## src/rtl/register_tree_kv.sv

```systemverilog
// register_tree_kv: binary-tree priority queue of {key, value} pairs with the best key held at
// the root. Inserts and removals settle at the root in one clock, then walk down one level per clock.
module register_tree_kv #(
   parameter int unsigned  LEVELS     = 4,
   parameter int unsigned  KEY_WIDTH  = 16,
   parameter int unsigned  VAL_WIDTH  = 8,
   parameter int unsigned  MIN_FIRST  = 0,
   localparam int unsigned QUEUE_SIZE = (2 ** LEVELS) - 1,
   localparam int unsigned CNT_WIDTH  = $clog2(QUEUE_SIZE + 1)
) (
   input  logic                 i_CLK,
   input  logic                 i_RST,
   input  logic                 i_wrt,
   input  logic                 i_read,
   input  logic [KEY_WIDTH-1:0] i_key,
   input  logic [VAL_WIDTH-1:0] i_value,
   output logic                 o_ready,
   output logic                 o_full,
   output logic                 o_empty,
   output logic [CNT_WIDTH-1:0] o_count,
   output logic                 o_valid,
   output logic [KEY_WIDTH-1:0] o_key,
   output logic [VAL_WIDTH-1:0] o_value,
   output logic                 o_err
);

   localparam int unsigned IDX_WIDTH  = LEVELS;
   localparam int unsigned LVL_WIDTH  = (LEVELS > 1) ? $clog2(LEVELS) : 1;
   localparam int unsigned FIRST_LEAF = 2 ** (LEVELS - 1);

   typedef enum logic [1:0] {StIdle, StInsert, StSift, StWait} state_e;
   typedef logic [IDX_WIDTH-1:0] idx_t;

   state_e               state_q, state_d;
   logic [LVL_WIDTH-1:0] lvl_q, lvl_d;
   idx_t                 pos_q, pos_d;
   logic                 cx_vld_q, cx_vld_d;
   logic [KEY_WIDTH-1:0] cx_key_q, cx_key_d;
   logic [VAL_WIDTH-1:0] cx_val_q, cx_val_d;
   logic                 dec_q, dec_d;
   logic                 err_q, err_d;

   // Node storage in heap order: node n has children 2n and 2n+1.
   logic                 node_vld_q [1:QUEUE_SIZE];
   logic                 node_vld_d [1:QUEUE_SIZE];
   logic [KEY_WIDTH-1:0] node_key_q [1:QUEUE_SIZE];
   logic [KEY_WIDTH-1:0] node_key_d [1:QUEUE_SIZE];
   logic [VAL_WIDTH-1:0] node_val_q [1:QUEUE_SIZE];
   logic [VAL_WIDTH-1:0] node_val_d [1:QUEUE_SIZE];
   logic [CNT_WIDTH-1:0] node_occ_q [1:QUEUE_SIZE];
   logic [CNT_WIDTH-1:0] node_occ_d [1:QUEUE_SIZE];

   logic                 cmd_ins, cmd_deq, cmd_rep, acc_ins, acc_sift;
   logic                 step_en, step_ins, step_dec, step_done;
   idx_t                 sh, li, ri, bi, ins_dir;
   logic                 leaf, lv, rv, bv;
   logic                 sx_vld;
   logic [KEY_WIDTH-1:0] sx_key;
   logic [VAL_WIDTH-1:0] sx_val;

   function automatic logic better(input logic [KEY_WIDTH-1:0] a, input logic [KEY_WIDTH-1:0] b);
      if (MIN_FIRST != 0) return a < b;
      return a > b;
   endfunction

   assign cmd_ins  = i_wrt & ~i_read;
   assign cmd_deq  = i_read & ~i_wrt;
   assign cmd_rep  = i_wrt & i_read;
   // Replace on an empty queue degenerates to a plain insert.
   assign acc_ins  = (cmd_ins & ~o_full) | (cmd_rep & o_empty);
   assign acc_sift = (cmd_deq | cmd_rep) & ~o_empty;

   always_comb begin
      step_en  = 1'b0;
      step_ins = 1'b0;
      step_dec = dec_q;
      sh       = pos_q;
      sx_vld   = cx_vld_q;
      sx_key   = cx_key_q;
      sx_val   = cx_val_q;
      err_d    = i_wrt | i_read;
      unique case (state_q)
         StIdle: begin
            sh       = idx_t'(1);
            sx_vld   = ~cmd_deq;
            sx_key   = i_key;
            sx_val   = i_value;
            step_dec = cmd_deq;
            step_en  = acc_ins | acc_sift;
            step_ins = acc_ins;
            err_d    = (i_wrt | i_read) & ~(acc_ins | acc_sift);
         end
         StInsert: begin
            step_en  = 1'b1;
            step_ins = 1'b1;
         end
         StSift:  step_en = 1'b1;
         default: ;
      endcase
   end

   // Neighbourhood of the node being worked on this cycle.
   assign leaf    = (sh >= idx_t'(FIRST_LEAF));
   assign li      = leaf ? sh : (sh << 1);
   assign ri      = leaf ? sh : ((sh << 1) | idx_t'(1));
   assign lv      = ~leaf & node_vld_q[li];
   assign rv      = ~leaf & node_vld_q[ri];
   assign bv      = lv | rv;
   assign bi      = (lv & rv) ? (better(node_key_q[ri], node_key_q[li]) ? ri : li)
                              : (rv ? ri : li);
   assign ins_dir = (node_occ_q[ri] < node_occ_q[li]) ? ri : li;

   always_comb begin
      state_d    = state_q;
      lvl_d      = lvl_q;
      pos_d      = pos_q;
      dec_d      = dec_q;
      cx_vld_d   = sx_vld;
      cx_key_d   = sx_key;
      cx_val_d   = sx_val;
      node_vld_d = node_vld_q;
      node_key_d = node_key_q;
      node_val_d = node_val_q;
      node_occ_d = node_occ_q;
      step_done  = 1'b0;

      if (step_en) begin
         if (step_ins) begin
            node_occ_d[sh] = node_occ_q[sh] + CNT_WIDTH'(1);
            if (!node_vld_q[sh]) begin
               node_vld_d[sh] = 1'b1;
               node_key_d[sh] = sx_key;
               node_val_d[sh] = sx_val;
               step_done      = 1'b1;
            end else begin
               // Keep the better pair here and carry the worse one into the emptier subtree.
               if (better(sx_key, node_key_q[sh])) begin
                  node_key_d[sh] = sx_key;
                  node_val_d[sh] = sx_val;
                  cx_key_d       = node_key_q[sh];
                  cx_val_d       = node_val_q[sh];
               end
               pos_d     = ins_dir;
               step_done = leaf;
            end
         end else begin
            if (step_dec) node_occ_d[sh] = node_occ_q[sh] - CNT_WIDTH'(1);
            // The hole at sh is filled by the carried pair unless a child beats it.
            if (bv && (!sx_vld || better(node_key_q[bi], sx_key))) begin
               node_vld_d[sh] = 1'b1;
               node_key_d[sh] = node_key_q[bi];
               node_val_d[sh] = node_val_q[bi];
               pos_d          = bi;
            end else begin
               node_vld_d[sh] = sx_vld;
               node_key_d[sh] = sx_vld ? sx_key : '0;
               node_val_d[sh] = sx_vld ? sx_val : '0;
               step_done      = 1'b1;
            end
         end
      end

      // Busy time is fixed at LEVELS-1 cycles regardless of where the walk stops.
      if (state_q == StIdle) begin
         if (step_en && (LEVELS > 1)) begin
            lvl_d = LVL_WIDTH'(1);
            dec_d = step_dec;
            if (step_done)     state_d = StWait;
            else if (step_ins) state_d = StInsert;
            else               state_d = StSift;
         end
      end else if (lvl_q == LVL_WIDTH'(LEVELS - 1)) begin
         state_d = StIdle;
      end else begin
         lvl_d = lvl_q + LVL_WIDTH'(1);
         if (step_done) state_d = StWait;
      end
   end

   always_ff @(posedge i_CLK or posedge i_RST) begin
      if (i_RST) begin
         state_q  <= StIdle;
         lvl_q    <= '0;
         pos_q    <= idx_t'(1);
         cx_vld_q <= 1'b0;
         cx_key_q <= '0;
         cx_val_q <= '0;
         dec_q    <= 1'b0;
         err_q    <= 1'b0;
         for (int unsigned i = 1; i <= QUEUE_SIZE; i++) begin
            node_vld_q[i] <= 1'b0;
            node_key_q[i] <= '0;
            node_val_q[i] <= '0;
            node_occ_q[i] <= '0;
         end
      end else begin
         state_q    <= state_d;
         lvl_q      <= lvl_d;
         pos_q      <= pos_d;
         cx_vld_q   <= cx_vld_d;
         cx_key_q   <= cx_key_d;
         cx_val_q   <= cx_val_d;
         dec_q      <= dec_d;
         err_q      <= err_d;
         node_vld_q <= node_vld_d;
         node_key_q <= node_key_d;
         node_val_q <= node_val_d;
         node_occ_q <= node_occ_d;
      end
   end

   assign o_ready = (state_q == StIdle);
   assign o_count = node_occ_q[1];
   assign o_empty = (node_occ_q[1] == '0);
   assign o_full  = (node_occ_q[1] == CNT_WIDTH'(QUEUE_SIZE));
   assign o_valid = node_vld_q[1];
   assign o_key   = node_key_q[1];
   assign o_value = node_val_q[1];
   assign o_err   = err_q;

endmodule

```

## config.mk

```make
export PLATFORM = sky130hd
export DESIGN_NAME = register_tree_kv
export DESIGN_NICKNAME = d
export VERILOG_FILES = /design/src/rtl/register_tree_kv.sv
export SDC_FILE = /design/constraint.sdc
export NUM_CORES = 2
export LEC_CHECK = 0
export CAP_MARGIN = 20
export CORE_UTILIZATION = 54
export CTS_CLUSTER_DIAMETER = 200
export DETAILED_ROUTE_END_ITERATION = 6
export PLACE_DENSITY = 0.71
export SYNTH_ARGS = -nofsm -noshare
export SYNTH_HDL_FRONTEND = slang
export SYNTH_SLANG_ARGS = --single-unit
export TNS_END_PERCENT = 1
```

## constraint.sdc

```tcl
create_clock -name i_CLK -period 33.3 [get_ports i_CLK]
set_clock_uncertainty 0.05 [all_clocks]
set_input_delay 6.66 -clock i_CLK [delete_from_list [all_inputs] [get_ports i_CLK]]
set_output_delay 6.66 -clock i_CLK [all_outputs]
set_load 0.02 [all_outputs]
```

==> flow_summary_export.csv <==
group,metric,value,unit
status,status,"finished clean",
global_routing,grt-ovfl-total,0,
setup_path,crit_buf_inv,3,
setup_path,cpMostUsedCell,"a21oi_1",
routing,drcViolationCount,0,
min_path,hold_class,"flop to flop",
sta,finalCritPeriodShare,0.360,
routing,drt_first_pass_iters,7,
sta,hold_viol_final,0,
sta,max_freq,0.0834,GHz
synthesis,ys_async_sr_fraction,1.00,
cts,cts_tree,"built",
synthesis,ys_warn_count,0,
synthesis,yosysTopAreaCell,"dfrtp_1",
routing,wl_met1,49900,um
global_routing,grt_max_degree,145,
routing,wl_met2,55800,um
floorplanning,core_area,59100,um^2
setup_path,path_max_fanout,68,
cells_and_area,fill_cells,5384,
routing,drt_iter0_drc,6068,
synthesis,syn_area,32400,um^2
sta,maxSlewHeadroom,0.193,
job,drv_cap,0,
placement,dp_hpwl,84600,um
global_routing,antenna_found_initial,5,
setup_path,slowest_stage,"nor3_1",
setup_path,critPathLaunch,"pos_q[0]",
routing,wl_met3,20800,um
sta,worst_pin_slew,1.20,ns
synthesis,synth_edf_count,0,
sta,fin_crit,11.99,ns
routing,routed-via-count,34800,
placement,io_buffer_count,60,
cts,clk_pin_slew,0.07,ns
synthesis,synthesis.nets,4342,
setup_path,crit_path_start_kind,"flop",
cts,post-cts-setup-buffers,0,
min_path,hp-start,"lvl_q[0]",
setup_path,worst_ep_required_time,33.82,ns
synthesis,ys_dominant_reg_cell,"dfrtp_1",
floorplanning,fp.dieH,247,um
setup_path,r2r_start,"pos_q[0]",
floorplanning,die-area,61000,um^2
cts,cts_hold_buf,0,
sta,report.final.slew_viol_count,0,
synthesis,syn_inst,4257,
routing,ant_nets,0,
cells_and_area,drive_above_1_share,0.0898,
setup_path,critPathKind,"flop to flop",
cts,clk_latency,0.65,ns
routing,topRoutingLayerUsed,"met5",
placement,globalplace.congestion,1.05,
floorplanning,rows,89,
synthesis,yosys-top-cells-count,"nand2_1, dfrtp_1, o21ai_0",
cts,htreeDepth,2,
setup_path,crit_path_max_incr_delay,0.95,ns
cts,cts-resized-gates,0,
routing,wl_per_cell,28.3,um
setup_path,path_delay_family,"compound AO/OA/AOI/OAI gates",
cts,cts.sinks,470,
cts,cts-root-buf,"clkbuf_16",
synthesis,ys_ff_latch,470,
cts,numCtsBuffers,53,
floorplanning,num_io_pins,61,
synthesis,synth.avg_cell_area,7.61,um^2
synthesis,synth_top_area_share,0.362,
global_routing,grt_pass1_vias,32200,
sta,rsz0062_at_grt,"false",
sta,finalSetupViolations,0,
floorplanning,start_util,0.548,
synthesis,synth.distinct_cells,95,
cells_and_area,areaGrowthSynthToFinish,8.47,%
cts,clockBufferDepth,3,
floorplanning,die_x,247,um
routing,wl,138000,um
sta,setup_tns,0,ns
synthesis,synth_most_common_cell,"nand2_1",
routing,viasPerCell,7.13,
cells_and_area,fin_nets,4144,
synthesis,synth.area.top_cells,"dfrtp_1, nand2_1, o21ai_0",
global_routing,grt_first_pass_wirelength,206000,um
global_routing,grt_use_total,0.450,
setup_path,arrival,12.51,ns
setup_path,endpoint_kind,"flop",
synthesis,yosysSeqAreaShare,0.363,
## routing by layer
| metal | track usage | up-vias |
|---|---|---|
| li1 | - | 14900 |
| met1 | 0.588 | 16200 |
| met2 | 0.629 | 2916 |
| met3 | 0.150 | 745 |
| met4 | 0.303 | 2 |
| met5 | 0.00245 | - |
## final timing paths
path                            cells past startpoint  slack, ns         endpoint
min in group asynchronous                           2       6.51   node_val_q[20]
worst max register to register                     29      21.31  node_key_q[137]
worst min-delay path                                1       0.43         lvl_q[0]
max in group asynchronous                           5      23.49   node_key_q[79]
worst min register to register                      1       0.43         lvl_q[0]
worst max-delay path                               29      21.31  node_key_q[137]
## cells in the final DEF, fill, tap and decap left out, drive strengths merged, types with 14 or more instances in the layout
| cell | synthesis | layout |
|---|---|---|
| o22ai | 157 | 157 |
| nor3 | 70 | 70 |
| or3 | 24 | 24 |
| a211oi | 36 | 36 |
| o211ai | 30 | 30 |
| a221o | 14 | 14 |
| mux4 | 15 | 15 |
| o21ai | 381 | 381 |
| a311oi | 30 | 30 |
| clkbuf | 259 | 72 |
| nor2 | 323 | 323 |
| nor2b | 19 | 19 |
| nand3 | 294 | 294 |
| a221oi | 15 | 15 |
| mux2i | 83 | 83 |
| buf | 156 | 102 |
| ha | 57 | 57 |
| and3 | 33 | 33 |
| a31oi | 133 | 133 |
| a21oi | 329 | 329 |
| nand2 | 916 | 916 |
| nand4 | 24 | 24 |
| dfrtp | 469 | 469 |
| inv | 47 | 49 |
| mux2 | 79 | 79 |
| clkdlybuf4s50 | 0 | 60 |
| o221ai | 21 | 21 |
| a22oi | 19 | 19 |
## cell type report
| type | instances | area (um^2) | area share |
|---|---|---|---|
| multi-input combinational | 3325 | 19000 | 0.539 |
| sequential | 470 | 11800 | 0.335 |
| clock inverter | 24 | 417 | 0.0118 |
| clock buffer | 72 | 1480 | 0.0420 |
| inverter | 47 | 184 | 0.00523 |
| antenna | 5 | 12.5 | 0.000356 |
| timing repair buffer | 162 | 1380 | 0.0392 |
| tap | 773 | 967 | 0.0275 |
## stage by stage
| stage | util | setup WS (ns) | hold WS, ns | area [um^2] | cells |
|---|---|---|---|---|---|
| after floorplan | - | 13.48 | 0.397 | 32400 | 4257 |
| after global placement | 0.562 | 22.09 | 0.421 | 33200 | 4776 |
| after detailed placement | 0.562 | 21.91 | 0.427 | 33200 | 4776 |
| after CTS | 0.594 | 21.91 | 0.434 | 35100 | 4872 |
| after global routing | 0.594 | 21.39 | 0.472 | 35200 | 4873 |
| final | 0.595 | 21.31 | 0.430 | 35200 | 4878 |
## kinds of logic after synthesis
kind of cell	synth area share
mux	0.0635
compound gates	0.251
buf+inv	0.0618
xor+xnor	0.000811
fa+ha+maj	0.0220
simple gates	0.238
flops	0.363
## worst register-to-register path: cells and delay by family, from the launching register on
family          cells  cell delay [ns]
compound gates     15             4.54
simple gates        8             3.83
buf+inv             3             1.57
fa+ha+maj           2             0.72
flops               1             0.86
mux                 1             0.36
## sequential cells by signal, indices dropped and copies added, names as in the netlist, named ones only
name        flops
lvl_q           2
o_valid         1
cx_vld_q        1
cx_val_q        8
o_value         8
o_key          16
o_count         3
node_key_q    224
pos_q           4
dec_q           1
cx_key_q       16
node_val_q    112
node_occ_q     42
state_q         2
o_err           1
node_vld_q     14
Power is left out: the tool's default activity adds up to more than one toggle a clock period on the data nets, which glitch-free logic cannot reach.
